### src/rtl/lcd_write_sequencer_pkg.sv
`default_nettype none
// ============================================================================
// Module      : lcd_pkg
// Description : Shared definitions for the HD44780 write sequencer: state
//               encoding, power-up init ROM contents and the command codes
//               that need the long post-write wait.
// Revision    : 1.0 - initial release
// ============================================================================
package lcd_pkg;

  typedef enum logic [2:0] {
    ST_POWERUP = 3'd0,
    ST_SETUP   = 3'd1,
    ST_PULSE   = 3'd2,
    ST_WAIT    = 3'd3,
    ST_IDLE    = 3'd4
  } lcd_state_e;

  // Power-up init sequence, written in this order.
  localparam int         INIT_LEN      = 4;
  localparam logic [7:0] INIT_FUNC_SET = 8'h38;  // 8-bit bus, 2 lines, 5x8 font
  localparam logic [7:0] INIT_DISP_ON  = 8'h0C;  // display on, cursor off
  localparam logic [7:0] INIT_CLEAR    = 8'h01;  // clear display
  localparam logic [7:0] INIT_ENTRY    = 8'h06;  // increment, no shift

  // Commands the controller needs ~1.64 ms to execute.
  localparam logic [7:0] CMD_CLEAR = 8'h01;
  localparam logic [7:0] CMD_HOME  = 8'h02;

  // True when the byte just written needs the long post-write wait.
  function automatic logic is_long_cmd(input logic rs, input logic [7:0] data);
    return !rs && ((data == CMD_CLEAR) || (data == CMD_HOME));
  endfunction

endpackage
`default_nettype wire

### src/rtl/lcd_write_sequencer_if.sv
`default_nettype none
// ============================================================================
// Module      : lcd_write_sequencer_if
// Description : Single-byte write request handshake between the CPU control
//               unit (master) and the LCD write sequencer (slave).
// Revision    : 1.0 - initial release
// ============================================================================
interface lcd_write_sequencer_if;

  logic       req_valid;
  logic       req_rs;
  logic [7:0] req_data;
  logic       req_ready;

  modport master (
    output req_valid,
    output req_rs,
    output req_data,
    input  req_ready
  );

  modport slave (
    input  req_valid,
    input  req_rs,
    input  req_data,
    output req_ready
  );

endinterface
`default_nettype wire

### src/rtl/lcd_write_sequencer.sv
`default_nettype none
// ============================================================================
// Module      : lcd_write_sequencer
// Description : Owns the HD44780 character LCD bus. Runs the power-up init
//               sequence after reset, then performs single-byte writes for
//               the control unit with setup, E-pulse and busy-wait timing.
// Revision    : 1.0 - initial release
// ============================================================================
module lcd_write_sequencer
  import lcd_pkg::*;
#(
  parameter int T_POWERUP = 750000,
  parameter int T_AS      = 2,
  parameter int T_EH      = 25,
  parameter int T_CMD     = 2000,
  parameter int T_CLEAR   = 82000,
  parameter int CNT_W     = 20
) (
  input  wire                        clk,
  input  wire                        reset,
  lcd_write_sequencer_if.slave       req,
  input  wire                        soft_reinit,
  output logic                       init_done,
  output logic                       busy,
  output logic [7:0]                 lcd_data,
  output logic                       lcd_rs,
  output logic                       lcd_rw,
  output logic                       lcd_e
);

  // Terminal counts: the shared counter runs 0 .. T-1 in each timed state.
  localparam logic [CNT_W-1:0] PU_LAST    = CNT_W'(T_POWERUP - 1);
  localparam logic [CNT_W-1:0] AS_LAST    = CNT_W'(T_AS - 1);
  localparam logic [CNT_W-1:0] EH_LAST    = CNT_W'(T_EH - 1);
  localparam logic [CNT_W-1:0] CMD_LAST   = CNT_W'(T_CMD - 1);
  localparam logic [CNT_W-1:0] CLEAR_LAST = CNT_W'(T_CLEAR - 1);
  localparam logic [1:0]       INIT_LAST  = 2'(INIT_LEN - 1);

  lcd_state_e       state_q;
  logic [CNT_W-1:0] cnt_q;
  logic [1:0]       idx_q;
  logic [7:0]       lcd_data_q;
  logic             lcd_rs_q;
  logic             lcd_e_q;
  logic             init_done_q;
  logic [CNT_W-1:0] wait_last;

  // Init ROM lookup.
  function automatic logic [7:0] init_rom(input logic [1:0] idx);
    case (idx)
      2'd0:    init_rom = INIT_FUNC_SET;
      2'd1:    init_rom = INIT_DISP_ON;
      2'd2:    init_rom = INIT_CLEAR;
      2'd3:    init_rom = INIT_ENTRY;
      default: init_rom = INIT_FUNC_SET;
    endcase
  endfunction

  // Post-write wait length depends on the byte currently held on the bus.
  assign wait_last = is_long_cmd(lcd_rs_q, lcd_data_q) ? CLEAR_LAST : CMD_LAST;

  // Write sequencer FSM; all bus outputs are registered here.
  always_ff @(posedge clk or negedge reset) begin
    if (!reset) begin
      state_q     <= ST_POWERUP;
      cnt_q       <= '0;
      idx_q       <= '0;
      lcd_data_q  <= '0;
      lcd_rs_q    <= 1'b0;
      lcd_e_q     <= 1'b0;
      init_done_q <= 1'b0;
    end else begin
      case (state_q)
        ST_POWERUP: begin
          if (cnt_q == PU_LAST) begin
            cnt_q      <= '0;
            idx_q      <= '0;
            lcd_data_q <= init_rom(2'd0);
            lcd_rs_q   <= 1'b0;
            state_q    <= ST_SETUP;
          end else begin
            cnt_q <= cnt_q + 1'b1;
          end
        end

        ST_SETUP: begin
          if (cnt_q == AS_LAST) begin
            cnt_q   <= '0;
            lcd_e_q <= 1'b1;
            state_q <= ST_PULSE;
          end else begin
            cnt_q <= cnt_q + 1'b1;
          end
        end

        ST_PULSE: begin
          if (cnt_q == EH_LAST) begin
            cnt_q   <= '0;
            lcd_e_q <= 1'b0;
            state_q <= ST_WAIT;
          end else begin
            cnt_q <= cnt_q + 1'b1;
          end
        end

        ST_WAIT: begin
          if (cnt_q == wait_last) begin
            cnt_q <= '0;
            // init_done low means the byte just finished came from the ROM.
            if (!init_done_q) begin
              if (idx_q == INIT_LAST) begin
                init_done_q <= 1'b1;
                state_q     <= ST_IDLE;
              end else begin
                idx_q      <= idx_q + 2'd1;
                lcd_data_q <= init_rom(idx_q + 2'd1);
                lcd_rs_q   <= 1'b0;
                state_q    <= ST_SETUP;
              end
            end else begin
              state_q <= ST_IDLE;
            end
          end else begin
            cnt_q <= cnt_q + 1'b1;
          end
        end

        ST_IDLE: begin
          // Re-init takes priority; req_ready is low while it is asserted.
          if (soft_reinit) begin
            init_done_q <= 1'b0;
            idx_q       <= '0;
            cnt_q       <= '0;
            lcd_data_q  <= init_rom(2'd0);
            lcd_rs_q    <= 1'b0;
            state_q     <= ST_SETUP;
          end else if (req.req_valid) begin
            cnt_q      <= '0;
            lcd_data_q <= req.req_data;
            lcd_rs_q   <= req.req_rs;
            state_q    <= ST_SETUP;
          end
        end

        default: begin
          cnt_q   <= '0;
          lcd_e_q <= 1'b0;
          state_q <= ST_POWERUP;
        end
      endcase
    end
  end

  // Status and bus outputs.
  assign req.req_ready = (state_q == ST_IDLE) && !soft_reinit;
  assign busy          = (state_q != ST_IDLE);
  assign init_done     = init_done_q;
  assign lcd_data      = lcd_data_q;
  assign lcd_rs        = lcd_rs_q;
  assign lcd_e         = lcd_e_q;
  assign lcd_rw        = 1'b0;

endmodule
`default_nettype wire
### src/flat_wrapper.sv
// flat-port wrapper written by rule: the top's interface ports become plain ports
module lcd_write_sequencer_flat import lcd_pkg::*;
#(
  parameter int T_POWERUP = 750000,
  parameter int T_AS      = 2,
  parameter int T_EH      = 25,
  parameter int T_CMD     = 2000,
  parameter int T_CLEAR   = 82000,
  parameter int CNT_W     = 20
)
  (clk, reset, soft_reinit, init_done, busy, lcd_data, lcd_rs, lcd_rw, lcd_e, req_req_valid, req_req_rs, req_req_data, req_req_ready);
  lcd_write_sequencer_if req_i ();
  input  wire clk;
  input  wire reset;
  input  wire soft_reinit;
  output logic init_done;
  output logic busy;
  output logic [7:0] lcd_data;
  output logic lcd_rs;
  output logic lcd_rw;
  output logic lcd_e;
  input wire logic [$bits(req_i.req_valid)-1:0] req_req_valid;
  input wire logic [$bits(req_i.req_rs)-1:0] req_req_rs;
  input wire logic [$bits(req_i.req_data)-1:0] req_req_data;
  output wire logic [$bits(req_i.req_ready)-1:0] req_req_ready;
  assign req_i.req_valid = req_req_valid;
  assign req_i.req_rs = req_req_rs;
  assign req_i.req_data = req_req_data;
  assign req_req_ready = req_i.req_ready;
  lcd_write_sequencer #(.T_POWERUP(T_POWERUP), .T_AS(T_AS), .T_EH(T_EH), .T_CMD(T_CMD), .T_CLEAR(T_CLEAR), .CNT_W(CNT_W)) u_core (.clk(clk), .reset(reset), .req(req_i), .soft_reinit(soft_reinit), .init_done(init_done), .busy(busy), .lcd_data(lcd_data), .lcd_rs(lcd_rs), .lcd_rw(lcd_rw), .lcd_e(lcd_e));
endmodule
### config.mk
export PLATFORM = sky130hd
export DESIGN_NAME = lcd_write_sequencer_flat
export DESIGN_NICKNAME = d
export VERILOG_FILES = /design/src/rtl/lcd_write_sequencer_pkg.sv /design/src/rtl/lcd_write_sequencer_if.sv /design/src/rtl/lcd_write_sequencer.sv /design/src/flat_wrapper.sv
export SDC_FILE = /design/constraint.sdc
export NUM_CORES = 1
export LEC_CHECK = 0
export CAP_MARGIN = 20
export CORE_MARGIN = 2
export CORE_UTILIZATION = 50
export DETAILED_ROUTE_END_ITERATION = 6
export PLACE_DENSITY_LB_ADDON = 0.08
export SKIP_LAST_GASP = 1
export SLEW_MARGIN = 20
export SYNTH_ARGS = -nofsm -noshare
export SYNTH_HDL_FRONTEND = slang
export SYNTH_SLANG_ARGS = --single-unit
export TNS_END_PERCENT = 30
### constraint.sdc
create_clock -name clk -period 3.2 [get_ports clk]
set_clock_uncertainty 0.1 [all_clocks]
set_input_delay 0.32 -clock clk [delete_from_list [all_inputs] [get_ports clk]]
set_output_delay 0.32 -clock clk [all_outputs]
set_load 0.01 [all_outputs]
==> results.yml, run 1 <==
status:
  status: "finished clean"
sta:
  tightest_slew_ps: 790
  rsz0062_at_grt: "no"
  period_share_pct: 87.8
  max-slew-margin-rel_pct: 47.3
  layout_setup_ws_ps: 389
  fmax_mhz: 356
  holdWs_ps: 11.6
  maxSlewViolCount: 0
  hold_viol_final: 0
  fin_tns_setup_ps: 0
  setup_viol_count_final: 0
  finalCriticalPeriod_ps: 2810
clock_tree:
  numClockSinks: 36
  path_clk_slew_ps: 70
  htree_num_levels: 2
  cts_buffer_depth: 2
  cts_tree: "built"
  post_cts_resize_count: 0
  clkLatencyLatePin_ps: 290
  cts_made_buffers: 5
  hold_buffers: 0
  clock-root-buffer: "clkbuf_8"
  post_cts_buffers: 0
setup_path:
  cp-end-kind: "output port"
  path_cells: "or3b_2, or2_2, clkinv_1, clkdlybuf4s50_1"
  slowest_delay_ps: 650
  worstSetupPathType: "flop to output port"
  endpoint: "req_req_ready"
  required_ps: 2780
  cp.arrival_ps: 2390
  crit_family: "simple AND/OR/NAND/NOR gates"
  cpMaxStageDelayCell: "dfrtp_1"
  rrSetupSlack_ps: 420
  reg2reg_depth: 6
  r2r_start: "u_core.cnt_q[15]"
  crit_buf_inv: 2
  start_kind: "flop"
  crit_cells: 4
  r2r-end: "u_core.lcd_data[0]"
  crit_path_max_fanout: 17
  critical_path.startpoint: "u_core.state_q[2]"
cells_and_area:
  syn_to_final_growth_pct: 17.7
  layout-drive-gt1-share_pct: 9.43
  n_fill_cell: 389
  diodes: 0
  finalInstanceArea_um2: 2590
  nNetsFinal: 284
synth:
  synth-seq-cells: 36
  synth_area_per_cell_um2: 9.13
  synthDistinctLibCells: 55
  ys_seq_area_share_pct: 41.0
  yosys_warnings: 0
  synthArstFlopShare_pct: 100
  synth_nets: 261
  synth.cell_area_um2: 2200
  synth_common_cells: "dfrtp_1, o21ai_0, nand2_1, nor2_1, o31ai_1"
  synth.most_common_cell: "dfrtp_1"
  yosys-top-cells-area: "dfrtp_1, o21ai_0, o31ai_1"
  synth.largest_area_cell: "dfrtp_1"
  yosys.area.top_type_share_pct: 41.0
  synthFlopType: "dfrtp_1"
  synthCells: 241
  synth_edf_count: 0
placement:
  port_buffers: 25
  place_area_um2: 2480
  hpwlAfterDp_um: 3940
  place_congestion: 0.884
  dp_slack_ps: 442
global_route:
  grt_max_degree: 37
  antenna_found_initial: 0
  grt_pass1_wl_um: 8980
  gr-usage-all-layers_pct: 22.8
  overflow: 0
  grt_pass1_vias: 1733
drt:
  drtIter0Drc: 153
  routedWlPerCell_um: 17.0
  drtPass1Iterations: 5
  vias: 1959
  totalWireLength_um: 5380
  final_antenna_net_count: 0
  drt-vias-per-instance: 6.18
  drcViolationCount: 0
power:
  ir_drop_v: 0.000181
  power_frac_comb_pct: 5.1
  power.net_switching_mw: 0.188
  power_mw: 0.907
  pwr-share-seq_pct: 51.3
  leakage_nw: 1.06
  switching_share_pct: 20.8
  p_int_mw: 0.719
  p_clk_share_pct: 43.6
  cellPowerDensity_nw_per_um2: 350
min_path:
  min_path_type: "input port to asynchronous set/reset pin"
run:
  maxCapViolations: 0
floorplanning:
  die_w_um: 70.3
  rows: 24
  io_pins: 27
  dieArea_um2: 4950
  initial_core_util_pct: 51.2
  die_y_um: 70.3
  coreArea_um2: 4290
layout make-up:
type	count	area [um^2]	share of cell area (%)
clock inverter	2	35.0	1.35
tap	52	65.1	2.51
clock buffer	6	72.6	2.80
inverter	11	41.3	1.59
sequential	36	901	34.8
multi-input combinational	180	1190	46.0
timing repair buffer	30	283	10.9
per-layer routing:
metal / vias to the layer above / wire length, um / GRT usage, %
li1: 962 / - / -
met2: 57 / 2350 / 31.9
met3: 6 / 269 / 4.33
met1: 934 / 2710 / 36.6
met4: 0 / 48 / 3.85
met5: - / 0 / 0
flip-flops by register name, summed over array words and instances (netlist names):
register	count
u_core.cnt_q	20
u_core.lcd_data	8
u_core.state_q	3
u_core.idx_q	2
u_core.init_done	1
u_core.lcd_e	1
u_core.lcd_rs	1
logic make-up after synthesis:
kind of cell	count (synthesis)	share of synthesized area (%)
and+or+nand+nor	88	21.4
AOI/OAI and AO/OA	71	22.2
DFF	36	41.0
buffers and inverters	25	4.83
muxes	9	4.83
adders and majority gates	7	3.98
xor gates and xnor gates	4	1.59
other	1	0.170
how the worst min path moves through the flow:
stage	end	slack, ps	cells after the start
3_5_place_dp	u_core.lcd_data[3]	350	1
5_1_grt	u_core.lcd_data[3]	80	1
6_report	u_core.lcd_data[3]	10	1
3_3_place_gp	u_core.lcd_data[3]	350	1
2_1_floorplan	u_core.cnt_q[0]	-80	0
4_1_cts	u_core.cnt_q[16]	40	1
power groups by stage:
| stage | sequential [mW] | combinational (mW) | clock, mW |
|---|---|---|---|
| 3_5_place_dp | 0.474 | 0.0472 | 0 |
| 2_1_floorplan | 0.476 | 0.00908 | 0 |
| 6_report | 0.465 | 0.0462 | 0.395 |
| 3_3_place_gp | 0.474 | 0.0473 | 0 |
| 5_1_grt | 0.466 | 0.0508 | 0.418 |
| 4_1_cts | 0.465 | 0.0473 | 0.404 |
metrics by stage:
step	util [%]	instances
after CTS	60.3	317
after global placement	57.8	309
after detailed placement	57.8	309
final	60.3	317
after global routing	60.3	317
after floorplan	-	241
placed cells by master, fill, tap and decap left out, types with 4 or more instances in the layout:
cell / count
dfrtp_1: 36
clkdlybuf4s50_1: 24
o21ai_0: 23
nor2_1: 19
nand2_1: 19
o31ai_1: 12
inv_1: 10
nand3_1: 10
nor3_1: 9
o221ai_1: 7
ha_1: 7
o22ai_1: 6
mux2i_1: 5
a22o_1: 5
clkbuf_8: 5
buf_4: 5
nand4_1: 4
nor4_1: 4
a31oi_1: 4
Note: power is estimated with default switching activity, not from simulation.
==> run 2, diff against run 1 <==
Settings changed: CORE_MARGIN 2 to default.
==> run 2 against run 1 <==
Compared with the run above: global-route usage is 3.3 points higher; critical path depth stayed put; first-iteration DRC count fell by 15%; utilization is 2.3 points higher; worst setup slack better by 9.3 ps; sequential power hardly changed; cell count down 0.95%; register-to-register slack is essentially flat; routed wire length decreased by 0.63%; largest power group unchanged; highest routed layer unchanged.
==> results.yml, run 2 (synthesized netlist as in run 1, its figures left out) <==
status:
  status: "finished clean"
cells_and_area:
  multiInputGateArea_um2: 1190
  final_cell_count_no_fill: 314
  layout_common_cells: "dfrtp_1, clkdlybuf4s50_1, o21ai_0"
  nNetsFinal: 284
  finalInstanceArea_um2: 2580
  largest_reg_flops: 20
  syn_to_final_growth_pct: 17.1
  final_common_cell: "dfrtp_1"
  fin_util_pct: 62.6
  n_fill_cell: 366
  regMostFlops: "u_core.cnt_q"
  register_area_um2: 901
  layout-drive-gt1-share_pct: 9.47
  diodes: 0
sta:
  max-slew-margin-rel_pct: 46.3
  layout_setup_ws_ps: 398
  hold_viol_final: 0
  fin_tns_setup_ps: 0
  rsz0062_at_grt: "no"
  setup_viol_count_final: 0
  fmax_mhz: 357
  maxSlewViolCount: 0
  finalCriticalPeriod_ps: 2800
  tightest_slew_ps: 805
  holdWs_ps: 8.92
  period_share_pct: 87.6
global_route:
  gr-usage-all-layers_pct: 26.1
  antenna_found_initial: 0
  grt_pass1_vias: 1832
  grt_pass1_wl_um: 8860
  overflow: 0
  grt_max_degree: 37
setup_path:
  reg2reg_depth: 6
  r2r-end: "u_core.init_done"
  cpMaxStageDelayCell: "dfrtp_1"
  rrSetupSlack_ps: 420
  start_kind: "flop"
  slowest_delay_ps: 650
  crit_path_max_fanout: 17
  r2r_start: "u_core.cnt_q[12]"
  cp.arrival_ps: 2380
  path_cells: "or3b_2, or2_2, clkinv_1, clkdlybuf4s50_1"
  cp-end-kind: "output port"
  worstSetupPathType: "flop to output port"
  required_ps: 2780
clock_tree:
  post_cts_buffers: 0
  htree_num_levels: 2
  clkLatencyLatePin_ps: 290
  cts_tree: "built"
  cts_buffer_depth: 2
  numClockSinks: 36
  post_cts_resize_count: 0
  path_clk_slew_ps: 70
  hold_buffers: 0
  clock-root-buffer: "clkbuf_8"
  cts_made_buffers: 5
power:
  ir_drop_v: 0.000200
  power_mw: 0.863
  cellPowerDensity_nw_per_um2: 335
  leakage_nw: 1.06
drt:
  vias: 1954
  final_antenna_net_count: 0
  totalWireLength_um: 5350
  drt-vias-per-instance: 6.22
  drcViolationCount: 0
  drtPass1Iterations: 5
  drtIter0Drc: 130
  routedWlPerCell_um: 17.0
floorplanning:
  dieArea_um2: 4670
  io_pins: 27
  initial_core_util_pct: 53.5
  coreArea_um2: 4120
  rows: 23
  die_y_um: 68.3
  die_w_um: 68.3
placement:
  hpwlAfterDp_um: 3870
  dp_slack_ps: 461
  dpl.cell_count: 307
  place_congestion: 0.896
  place_area_um2: 2480
  port_buffers: 25
min_path:
  min_path_type: "input port to asynchronous set/reset pin"
run:
  maxCapViolations: 0
## run 2: changes by cell type in the layout (fill, tap and decap cells not counted)
cell and change:
clkbuf_1 -1, bufinv_16 -1, clkbuf_8 +2, clkinv_2 -1
## run 2: critical path, delay by kind of cell (launching register included)
kind	cells	cell delay (ps)
buffers and inverters	2	590
DFF	1	650
and+or+nand+nor	2	860
## run 2: worst max-delay path by stage
| stage | start | endpoint | slack [ps] | cells past startpoint |
|---|---|---|---|---|
| 6_report | u_core.state_q[2] | req_req_ready | 400 | 4 |
| 5_1_grt | u_core.cnt_q[12] | u_core.init_done | 170 | 6 |
| 3_3_place_gp | u_core.cnt_q[6] | u_core.init_done | 460 | 6 |
| 3_5_place_dp | u_core.cnt_q[15] | u_core.lcd_data[2] | 460 | 6 |
| 4_1_cts | u_core.state_q[2] | req_req_ready | 390 | 4 |
| 2_1_floorplan | u_core.state_q[1] | u_core.lcd_data[0] | 560 | 9 |
## run 2: area by class of cell
class                   count  share of cell area (%)
flip-flops and latches     36                    35.0
well taps                  50                    2.43
multi-input cells         180                    46.3
repair buffers             30                    11.0
clock buffers               7                    3.74
inverters                  11                    1.60
## run 2: per-layer routing
layer / wire length, um / track usage [%] / up-vias
met5: 0 / 0 / -
met3: 270 / 4.83 / 10
li1: - / - / 961
met2: 2270 / 36.6 / 52
met1: 2720 / 39.5 / 931
met4: 91 / 8.59 / 0
## run 2: where the power goes
part	total (mW)	leakage (nW)	switching, mW	internal, mW
Clock	0.351	0.0503	0.159	0.192
Sequential	0.466	0.472	0.00510	0.461
Combinational	0.0467	0.536	0.0197	0.0270
==> run 3, diff against run 2 <==
Clock period 3.2 ns to 2.68 ns, I/O delays scaled along.
==> run 3 against run 2 <==
Compared with the run above: critical path depth grew 2; largest cell class unchanged; routed wire length grew 6.4%; die area is the same; largest power group unchanged; clock power grew 14%; highest routed layer unchanged; total power grew 17%; flip-flop and latch count is the same; count of clock-buffer cells in the layout grew 1; sequential power grew 19%; first-iteration DRC count grew 47%; cell count grew 8.6%; final area grew 7.8%.
==> results.yml, run 3 (synthesized netlist as in run 1, its figures left out) <==
floorplanning:
  dieArea_um2: 4670
  die_y_um: 68.3
  initial_core_util_pct: 53.5
  die_w_um: 68.3
  io_pins: 27
  coreArea_um2: 4120
  rows: 23
run:
  maxCapViolations: 0
sta:
  maxSlewViolCount: 0
  hold_viol_final: 0
  fmax_mhz: 390
  finalCriticalPeriod_ps: 2560
  tightest_slew_ps: 817
  period_share_pct: 95.6
  setup_viol_count_final: 0
  max-slew-margin-rel_pct: 45.6
  rsz0062_at_grt: "no"
  fin_tns_setup_ps: 0
drt:
  drt-vias-per-instance: 6.11
  drtPass1Iterations: 5
  routedWlPerCell_um: 16.7
  vias: 2082
  drtIter0Drc: 191
  totalWireLength_um: 5690
  final_antenna_net_count: 0
  drcViolationCount: 0
global_route:
  antenna_found_initial: 0
  gr-usage-all-layers_pct: 28.4
  grt_max_degree: 37
  overflow: 0
  grt_pass1_vias: 1996
  grt_pass1_wl_um: 9700
setup_path:
  crit_path_max_fanout: 7
  reg2reg_depth: 6
  path_cells: "and2_4, or4b_1, o31a_1, or3_4, or2_4, mux2_4"
  crit_family: "simple AND/OR/NAND/NOR gates"
  cp-end-kind: "flop"
  start_kind: "flop"
  rrSetupSlack_ps: 120
  r2r-end: "u_core.lcd_data[0]"
  r2r_start: "u_core.cnt_q[8]"
  worstSetupPathType: "flop to flop"
  cpMaxStageDelayCell: "or4b_1"
  crit_buf_inv: 0
  cp.arrival_ps: 2640
  slowest_delay_ps: 490
  required_ps: 2750
clock_tree:
  cts_buffer_depth: 2
  cts_tree: "built"
  cts_made_buffers: 5
  path_clk_slew_ps: 70
  clkLatencyLatePin_ps: 290
  clock-root-buffer: "clkbuf_8"
  htree_num_levels: 2
  numClockSinks: 36
  post_cts_buffers: 0
placement:
  place_congestion: 0.889
  dpl.cell_count: 332
  hpwlAfterDp_um: 4280
  port_buffers: 25
cells_and_area:
  layout_common_cells: "dfrtp_1, buf_4, clkdlybuf4s50_1"
  largest_reg_flops: 20
  regMostFlops: "u_core.cnt_q"
  syn_to_final_growth_pct: 26.2
  layout-drive-gt1-share_pct: 17.5
  nNetsFinal: 310
  n_fill_cell: 357
  final_cell_count_no_fill: 341
  final_common_cell: "dfrtp_1"
  diodes: 0
min_path:
  min_path_type: "flop to flop"
  whs_path_depth: 1
  holdPathEnd: "u_core.cnt_q[8]"
  hold_path.startpoint: "u_core.cnt_q[8]"
power:
  cellPowerDensity_nw_per_um2: 364
  leakage_nw: 1.19
  ir_drop_v: 0.000213
status:
  status: "finished clean"
[run 3: repair_timing]
action	CTS	global route
endpoints found under the hold margin	27	0
setup endpoints to repair	0	19
resized for setup	0	2
hold buffers	1	0
[run 3: metrics by stage]
| stage | hold slack, ps | util [%] | area, um^2 | setup WS, ps | power (mW) |
|---|---|---|---|---|---|
| after global placement | 294 | 64.8 | 2670 | 95.8 | 0.623 |
| after CTS | 417 | 67.3 | 2770 | 33.2 | 1.02 |
| after global routing | 468 | 67.5 | 2780 | 0.0393 | 1.05 |
| after detailed placement | 303 | 64.8 | 2670 | 48.6 | 0.623 |
| final | 427 | 67.5 | 2780 | 118 | 1.01 |
| after floorplan | -128 | - | 2200 | 36.8 | 0.579 |
[run 3: how the worst max path moves through the flow]
stage                       from                 end  slack, ps  cells after the start
6_report         u_core.cnt_q[8]  u_core.lcd_data[0]        120                      6
4_1_cts          u_core.cnt_q[8]  u_core.lcd_data[0]         30                      6
3_3_place_gp    u_core.cnt_q[15]  u_core.lcd_data[1]        100                      6
2_1_floorplan  u_core.state_q[1]  u_core.lcd_data[0]         40                      9
5_1_grt          u_core.cnt_q[7]    u_core.cnt_q[12]       0.04                      9
3_5_place_dp     u_core.cnt_q[8]  u_core.lcd_data[0]         50                      6
[run 3: cell type report]
type,count,area [um^2],share of cell area (%)
well taps,50,62.6,2.25
multi-input cells,180,1200,43.3
inverters,11,41.3,1.49
clock buffers,8,90.1,3.24
flip-flops and latches,36,901,32.4
repair buffers,56,480,17.3
[run 3: where the power goes]
part	total, mW	internal (mW)	switching (mW)
registers	0.556	0.550	0.00623
logic	0.0570	0.0331	0.0239
clock network	0.399	0.210	0.189
[run 3: layer usage]
| layer | up-vias | global-route usage, % | part of all wire [%] |
|---|---|---|---|
| met5 | - | 0 | 0 |
| met4 | 0 | 10.9 | 1.6 |
| met3 | 9 | 5.17 | 4.5 |
| met2 | 58 | 42.0 | 44 |
| met1 | 1009 | 40.6 | 50 |
| li1 | 1006 | - | - |
[run 3: worst register-to-register path, stage by stage, from the launching register on]
cell     delay, ps
dfrtp_1        390
and2_4         180
or4b_1         490
o31a_1         280
or3_4          390
or2_4          310
mux2_4         310
